File: config.mk
export PLATFORM = sky130hd
export DESIGN_NAME = mmix_mem_arbiter
export DESIGN_NICKNAME = d
export VERILOG_FILES = /design/src/rtl/mmix_mem_pkg.sv /design/src/rtl/mmix_arb_watchdog.sv /design/src/rtl/mmix_mem_arbiter.sv
export SDC_FILE = /design/constraint.sdc
export NUM_CORES = 1
export LEC_CHECK = 0
export BUFFER_PORTS_ARGS = -buffer_cell sky130_fd_sc_hd__buf_2
export CORE_AREA = 5 5 229 231
export CTS_CLUSTER_DIAMETER = 80
export DETAILED_ROUTE_END_ITERATION = 10
export DIE_AREA = 0 0 234 236
export PLACE_DENSITY = 0.49
export SLEW_MARGIN = 10
export SYNTH_ARGS = -nofsm -noshare
export SYNTH_HDL_FRONTEND = slang
export SYNTH_SLANG_ARGS = --single-unit
File: constraint.sdc
create_clock -name clk -period 2.7 [get_ports clk]
set_clock_uncertainty 0.05 [all_clocks]
set_input_delay 0 -clock clk [delete_from_list [all_inputs] [get_ports clk]]
set_output_delay 0 -clock clk [all_outputs]
set_load 0.03 [all_outputs]
File: src/rtl/mmix_mem_pkg.sv
`default_nettype none
// ============================================================================
// Module   : mmix_mem_pkg
// Purpose  : Shared types and helpers for the MMIX memory-port arbiter.
// Revision : 1.0  initial release
// ============================================================================
package mmix_mem_pkg;

   localparam int unsigned MMIX_AW = 64;
   localparam int unsigned MMIX_DW = 64;

   typedef enum logic [1:0] {
      SZ_BYTE  = 2'd0,
      SZ_WYDE  = 2'd1,
      SZ_TETRA = 2'd2,
      SZ_OCTA  = 2'd3
   } datasize_t;

   typedef enum logic [0:0] {
      ARB_IDLE = 1'b0,
      ARB_BUSY = 1'b1
   } arb_state_t;

   typedef struct packed {
      logic [MMIX_AW-1:0] addr;
      datasize_t          size;
      logic               rd;
      logic               wr;
      logic [MMIX_DW-1:0] wdata;
   } mem_req_t;

   // Winner selection: a lone requester always wins; on a conflict D wins
   // under fixed priority, otherwise the port that was not served last wins.
   function automatic logic arb_pick_d(input logic req_i,
                                       input logic req_d,
                                       input logic last_was_d,
                                       input logic fixed_prio);
      logic pick;
      if (req_i && req_d) begin
         pick = fixed_prio ? 1'b1 : ~last_was_d;
      end else begin
         pick = req_d;
      end
      return pick;
   endfunction

endpackage
`default_nettype wire

File: src/rtl/mmix_arb_watchdog.sv
`default_nettype none
// ============================================================================
// Module   : mmix_arb_watchdog
// Purpose  : BUSY-cycle counter for the MMIX arbiter. Cleared on grant,
//            counts while the arbiter is busy, flags expiry in the
//            TIMEOUT_CYCLES-th busy cycle. Built only with MMIX_ARB_TIMEOUT_EN.
// Revision : 1.0  initial release
// ============================================================================
module mmix_arb_watchdog #(
   parameter int TIMEOUT_CYCLES = 1024
) (
   input  logic clk,
   input  logic reset_n,
   input  logic clear_i,
   input  logic run_i,
   output logic expired_o
);

   localparam int CNT_W = $clog2(TIMEOUT_CYCLES + 1);

   logic [CNT_W-1:0] cnt_q, cnt_d;

   // Count value equals (busy cycles elapsed - 1), so expiry lands on the
   // TIMEOUT_CYCLES-th busy cycle itself.
   assign expired_o = run_i && (cnt_q == CNT_W'(TIMEOUT_CYCLES - 1));

   // Next count: restart on grant, advance while busy, saturate at expiry.
   always_comb begin
      cnt_d = cnt_q;
      if (clear_i) begin
         cnt_d = '0;
      end else if (run_i && !expired_o) begin
         cnt_d = cnt_q + 1'b1;
      end
   end

   // Counter register.
   always_ff @(posedge clk or negedge reset_n) begin
      if (!reset_n) begin
         cnt_q <= '0;
      end else begin
         cnt_q <= cnt_d;
      end
   end

endmodule
`default_nettype wire

File: src/rtl/mmix_mem_arbiter.sv
`default_nettype none
// ============================================================================
// Module   : mmix_mem_arbiter
// Purpose  : Shares the single MMIX memory port between instruction fetch (I)
//            and load/store (D). One transaction at a time, command registered
//            onto the memory side, done/readdata routed to the granted port.
//            Optional watchdog abort when MMIX_ARB_TIMEOUT_EN is defined.
// Revision : 1.0  initial release
// ============================================================================
module mmix_mem_arbiter
   import mmix_mem_pkg::*;
#(
   parameter int FIXED_PRIO     = 0,
   parameter int TIMEOUT_CYCLES = 1024
) (
   input  logic        clk,
   input  logic        reset_n,
   // instruction-fetch requester
   input  logic [63:0] i_address,
   input  logic [1:0]  i_datasize,
   input  logic        i_read,
   input  logic        i_write,
   input  logic [63:0] i_writedata,
   output logic [63:0] i_readdata,
   output logic        i_done,
   // load/store requester
   input  logic [63:0] d_address,
   input  logic [1:0]  d_datasize,
   input  logic        d_read,
   input  logic        d_write,
   input  logic [63:0] d_writedata,
   output logic [63:0] d_readdata,
   output logic        d_done,
   // memory side
   output logic [63:0] mmix_address,
   output logic [1:0]  mmix_datasize,
   output logic        mmix_read,
   output logic        mmix_write,
   output logic [63:0] mmix_writedata,
   input  logic [63:0] mmix_readdata,
   input  logic        mmix_done,
   // status
   output logic        grant_d,
   output logic        busy,
   output logic        proto_err,
   output logic        timeout_err
);

   arb_state_t state_q, state_d;
   mem_req_t   cmd_q, cmd_d;
   logic       gnt_d_q, gnt_d_d;
   logic       last_was_d_q, last_was_d_d;
   logic       proto_q, proto_d;
   logic       tout_q, tout_d;

   logic       i_req, d_req;
   logic       pick_port_d;
   logic       sel_rd, sel_wr;
   mem_req_t   sel_cmd;
   logic       wd_clear;
   logic       timeout;

   assign i_req       = i_read | i_write;
   assign d_req       = d_read | d_write;
   assign pick_port_d = arb_pick_d(i_req, d_req, last_was_d_q, FIXED_PRIO != 0);
   assign sel_wr      = pick_port_d ? d_write : i_write;
   assign sel_rd      = pick_port_d ? d_read  : i_read;

   // Candidate command from the winning port; read+write collapses to a write.
   always_comb begin
      sel_cmd.addr  = pick_port_d ? d_address : i_address;
      sel_cmd.size  = datasize_t'(pick_port_d ? d_datasize : i_datasize);
      sel_cmd.rd    = sel_rd & ~sel_wr;
      sel_cmd.wr    = sel_wr;
      sel_cmd.wdata = pick_port_d ? d_writedata : i_writedata;
   end

`ifdef MMIX_ARB_TIMEOUT_EN
   logic wd_expired;

   mmix_arb_watchdog #(
      .TIMEOUT_CYCLES (TIMEOUT_CYCLES)
   ) u_watchdog (
      .clk       (clk),
      .reset_n   (reset_n),
      .clear_i   (wd_clear),
      .run_i     (busy),
      .expired_o (wd_expired)
   );

   // A real completion in the expiry cycle takes precedence over the abort.
   assign timeout = wd_expired & ~mmix_done;
`else
   logic unused_wd;

   // Without the watchdog a transaction waits for mmix_done indefinitely.
   assign unused_wd = wd_clear ^ (TIMEOUT_CYCLES != 0);
   assign timeout   = 1'b0;
`endif

   // Next-state logic: grant and latch in IDLE, release on done/abort in BUSY.
   always_comb begin
      state_d      = state_q;
      cmd_d        = cmd_q;
      gnt_d_d      = gnt_d_q;
      last_was_d_d = last_was_d_q;
      proto_d      = proto_q;
      tout_d       = tout_q;
      wd_clear     = 1'b0;
      case (state_q)
         ARB_IDLE: begin
            if (i_req || d_req) begin
               cmd_d    = sel_cmd;
               gnt_d_d  = pick_port_d;
               proto_d  = proto_q | (sel_rd & sel_wr);
               wd_clear = 1'b1;
               state_d  = ARB_BUSY;
            end
         end
         ARB_BUSY: begin
            // Address/size/data stay put; only the strobes drop on completion.
            if (mmix_done || timeout) begin
               cmd_d.rd     = 1'b0;
               cmd_d.wr     = 1'b0;
               last_was_d_d = gnt_d_q;
               tout_d       = tout_q | timeout;
               state_d      = ARB_IDLE;
            end
         end
         default: begin
            state_d = ARB_IDLE;
         end
      endcase
   end

   // State and command registers; reset drops any transaction in flight.
   always_ff @(posedge clk or negedge reset_n) begin
      if (!reset_n) begin
         state_q      <= ARB_IDLE;
         cmd_q        <= '0;
         gnt_d_q      <= 1'b0;
         last_was_d_q <= 1'b1;
         proto_q      <= 1'b0;
         tout_q       <= 1'b0;
      end else begin
         state_q      <= state_d;
         cmd_q        <= cmd_d;
         gnt_d_q      <= gnt_d_d;
         last_was_d_q <= last_was_d_d;
         proto_q      <= proto_d;
         tout_q       <= tout_d;
      end
   end

   assign busy           = (state_q == ARB_BUSY);
   assign mmix_address   = cmd_q.addr;
   assign mmix_datasize  = cmd_q.size;
   assign mmix_read      = cmd_q.rd;
   assign mmix_write     = cmd_q.wr;
   assign mmix_writedata = cmd_q.wdata;
   assign grant_d        = gnt_d_q;
   assign proto_err      = proto_q;
   assign timeout_err    = tout_q;

   // Completion is routed only to the granted port and only while BUSY.
   assign i_done     = busy & ~gnt_d_q & (mmix_done | timeout);
   assign d_done     = busy &  gnt_d_q & (mmix_done | timeout);
   assign i_readdata = timeout ? '0 : mmix_readdata;
   assign d_readdata = timeout ? '0 : mmix_readdata;

endmodule
`default_nettype wire
==> impl_results.md <==
- Status: finished, final reports clean
- Startpoint types: primary input
- Vias/cell: 3.96
- Crit share post-route: 96.0%
- Worst Hold Class: in -> async
- Clock sinks: 136
- Required @ worst endpoint: 3.04 ns
- Vias in the first global route: 9299
- Synth Instances: 871
- Vias post-DR: 8509
- Tmin final: 2.59 ns
- Warning count from the yosys run: 0
- Core area: 49900 µm²
- CTS H-tree depth: 4
- Synth Cell Area: 7340 µm²
- Setup WS pre-CTS: 0.739 ns
- Crit Path Category: in -> reg
- Reg-to-Reg End: mmix_address[3]
- Grt ovf: 0
- Count of final setup violators: 0
- CTS tree: yes
- CTS Buffer Depth: 2
- Clk_lat worst skew: 0.46 ns
- Slew @ Worst Pin: 0.945 ns
- Max_slew headroom: 37.0%
- Starting Density: 14.7%
- R2R setup slack: 0.22 ns
- Cts bufs inserted: 17
- Filler cells: 5346
- Reg2Reg Depth: 5
- Max incr delay on CP: 0.79 ns
- Die W: 234 µm
- Max Cap Violations: 0
- DP Area: 9100 µm²
- Die area: 55200 µm²
- Layout cell share with drive strength beyond 1: 33.6%
- CP endpoint kind: register
- Final worst setup slack: 0.108 ns
- GPL Wtd Cong: 0.802
- Syn nets: 1202
- Antenna cells: 0
- Std-Cell Rows: 82
- Drt first-iter violations: 334
- WL final: 33000 µm
- Final core occ: 26.0%
- Max frequency: 386 MHz
- Worst path cell trace: dlygate4sd3_1 -> buf_2 -> nor2_1 -> a21o_4 -> buf_4 -> a21oi_1 -> a21oi_1 -> dlygate4sd3_1
- Avg WL per Cell: 15.4 µm
- Static leakage: 5.77 nW
- Top_reg_cell synth: dfrtp_1
- Async S/R FF share, synth: 100%
- Drt pass-1 iters: 7
- Area delta synth->final: 76.9%
- Io pins: 597
- Crit path max fanout: 68
- Synthesized flop and latch total: 136
- Cell area power density: 701 nW/µm²
- Setup TNS: 0 ns
- # DRC: 0
- Clock Pin Slew Worst Setup and Hold Paths: 0.06 ns
- Final nets: 1793
- Distinct cells, synth: 27
- I/O Buffers: 403
- Syn Area/Cell: 8.43 µm²
- WP data arrival: 2.94 ns
- DPL Wire Length: 21100 µm
- Pins over their slew limit: 0
- Postcts setup bufs: 0
- R2R Path Start: busy
- Commonest non-fill, non-tap cell in the layout: buf_2
- Pin count of the biggest net entering global routing: 69
- Post-synth EDFFs: 0
- Seq/Total Area, Yosys: 46.4%
- Worst vdd ir: 389 µV
- First-pass GRT wire length: 49500 µm
- Final hold violations: 0
- Most frequent cells in the layout: 402 x buf_2, 331 x dlygate4sd3_1, 229 x a21oi_1, 135 x dfrtp_1, 133 x nor2_1
- Root Buffer: clkbuf_16
- Placed Cells: 1783
- Initial antenna violation count: 1
- Die height: 236 µm
- RSZ-0062 raised after global routing: no
- Crit-path slowest cell: a21o_4
- Final Non-Filler Cells: 2147
- Total track usage: 11.5%
- Remaining antenna violation count: 0
- Post-route design area: 13000 µm²
[through the flow]
step                hold slack (ns)  power [W]
finish                       0.0625    0.00910
global placement            -0.0591    0.00575
floorplan                    -0.346    0.00504
CTS                          0.0148    0.00922
global route                 0.0654    0.00963
detailed placement          -0.0619    0.00577
[cells in the mapped netlist, drive strengths merged, types with 2 or more instances]
| master | number | area share, % |
|---|---|---|
| and3 | 2 | 0.17 |
| or2 | 2 | 0.20 |
| nor2 | 133 | 6.8 |
| a21o | 3 | 0.31 |
| buf | 171 | 18 |
| clkbuf | 16 | 0.82 |
| nand2 | 133 | 6.8 |
| nand3 | 2 | 0.14 |
| dfrtp | 135 | 46 |
| a21oi | 263 | 20 |
| o21ai | 3 | 0.26 |
[flip-flops by register name, summed over array words and instances (netlist names)]
| register | count |
|---|---|
| mmix_write | 1 |
| mmix_read | 1 |
| busy | 1 |
| mmix_address | 64 |
| proto_err | 1 |
| grant_d | 1 |
| mmix_writedata | 64 |
| mmix_datasize | 2 |
| last_was_d_q | 1 |
[cell type report]
cell class	count	area, µm²	area share (%)
Clock buffer	24	472	3.63
Clock inverter	8	72.6	0.559
Inverter	1	3.75	0.0289
Sequential cell	136	3400	26.2
Multi-Input combinational cell	547	2590	19.9
Tap cell	672	841	6.47
Timing Repair Buffer	759	5610	43.2
[cells by family (layout without fill, tap and decap cells)]
kind of cell / after synthesis / after routing / synth area share, %
buffers and inverters: 188 / 792 / 18.6
DFF: 136 / 136 / 46.4
and+or+nand+nor: 274 / 274 / 14.4
other: 1 / 1 / 0.0511
AOI/OAI and AO/OA: 272 / 272 / 20.6
[routing by layer]
metal	part of all wire, %	GRT usage [%]
met5	0.039	0
met4	5.6	7.62
met3	8.6	3.90
met2	51	20.5
met1	35	11.3
[worst max-delay path: cells and delay by family]
| family | cells | cell delay [ns] |
|---|---|---|
| simple gates | 1 | 0.29 |
| buf+inv | 4 | 1.58 |
| compound gates | 3 | 1.02 |
[where the power goes]
part | leakage, nW | switching (W) | internal [W]
Clock | 0.260 | 0.000922 | 0.00130
Combinational | 3.99 | 0.00248 | 0.00163
Sequential | 1.52 | 0.000270 | 0.00250
Total | 5.77 | 0.00367 | 0.00543
[what timing repair did]
action / 4_1_cts / 5_1_grt
hold endpoints to repair: 398 / 0
gates resized for setup: 0 / 0
hold buffers: 332 / 0
[how the worst max path moves through the flow]
stage / from / to / slack [ns] / cells after the start
2_1_floorplan: last_was_d_q / mmix_writedata[18] / 1.19 / 7
3_3_place_gp: busy / mmix_writedata[19] / 0.79 / 4
3_5_place_dp: d_read / mmix_writedata[2] / 0.74 / 6
4_1_cts: d_write / mmix_writedata[3] / 0.21 / 8
5_1_grt: d_write / mmix_writedata[15] / 0.02 / 8
6_report: d_write / mmix_address[3] / 0.11 / 8
Power figures use the tool's default switching activity.
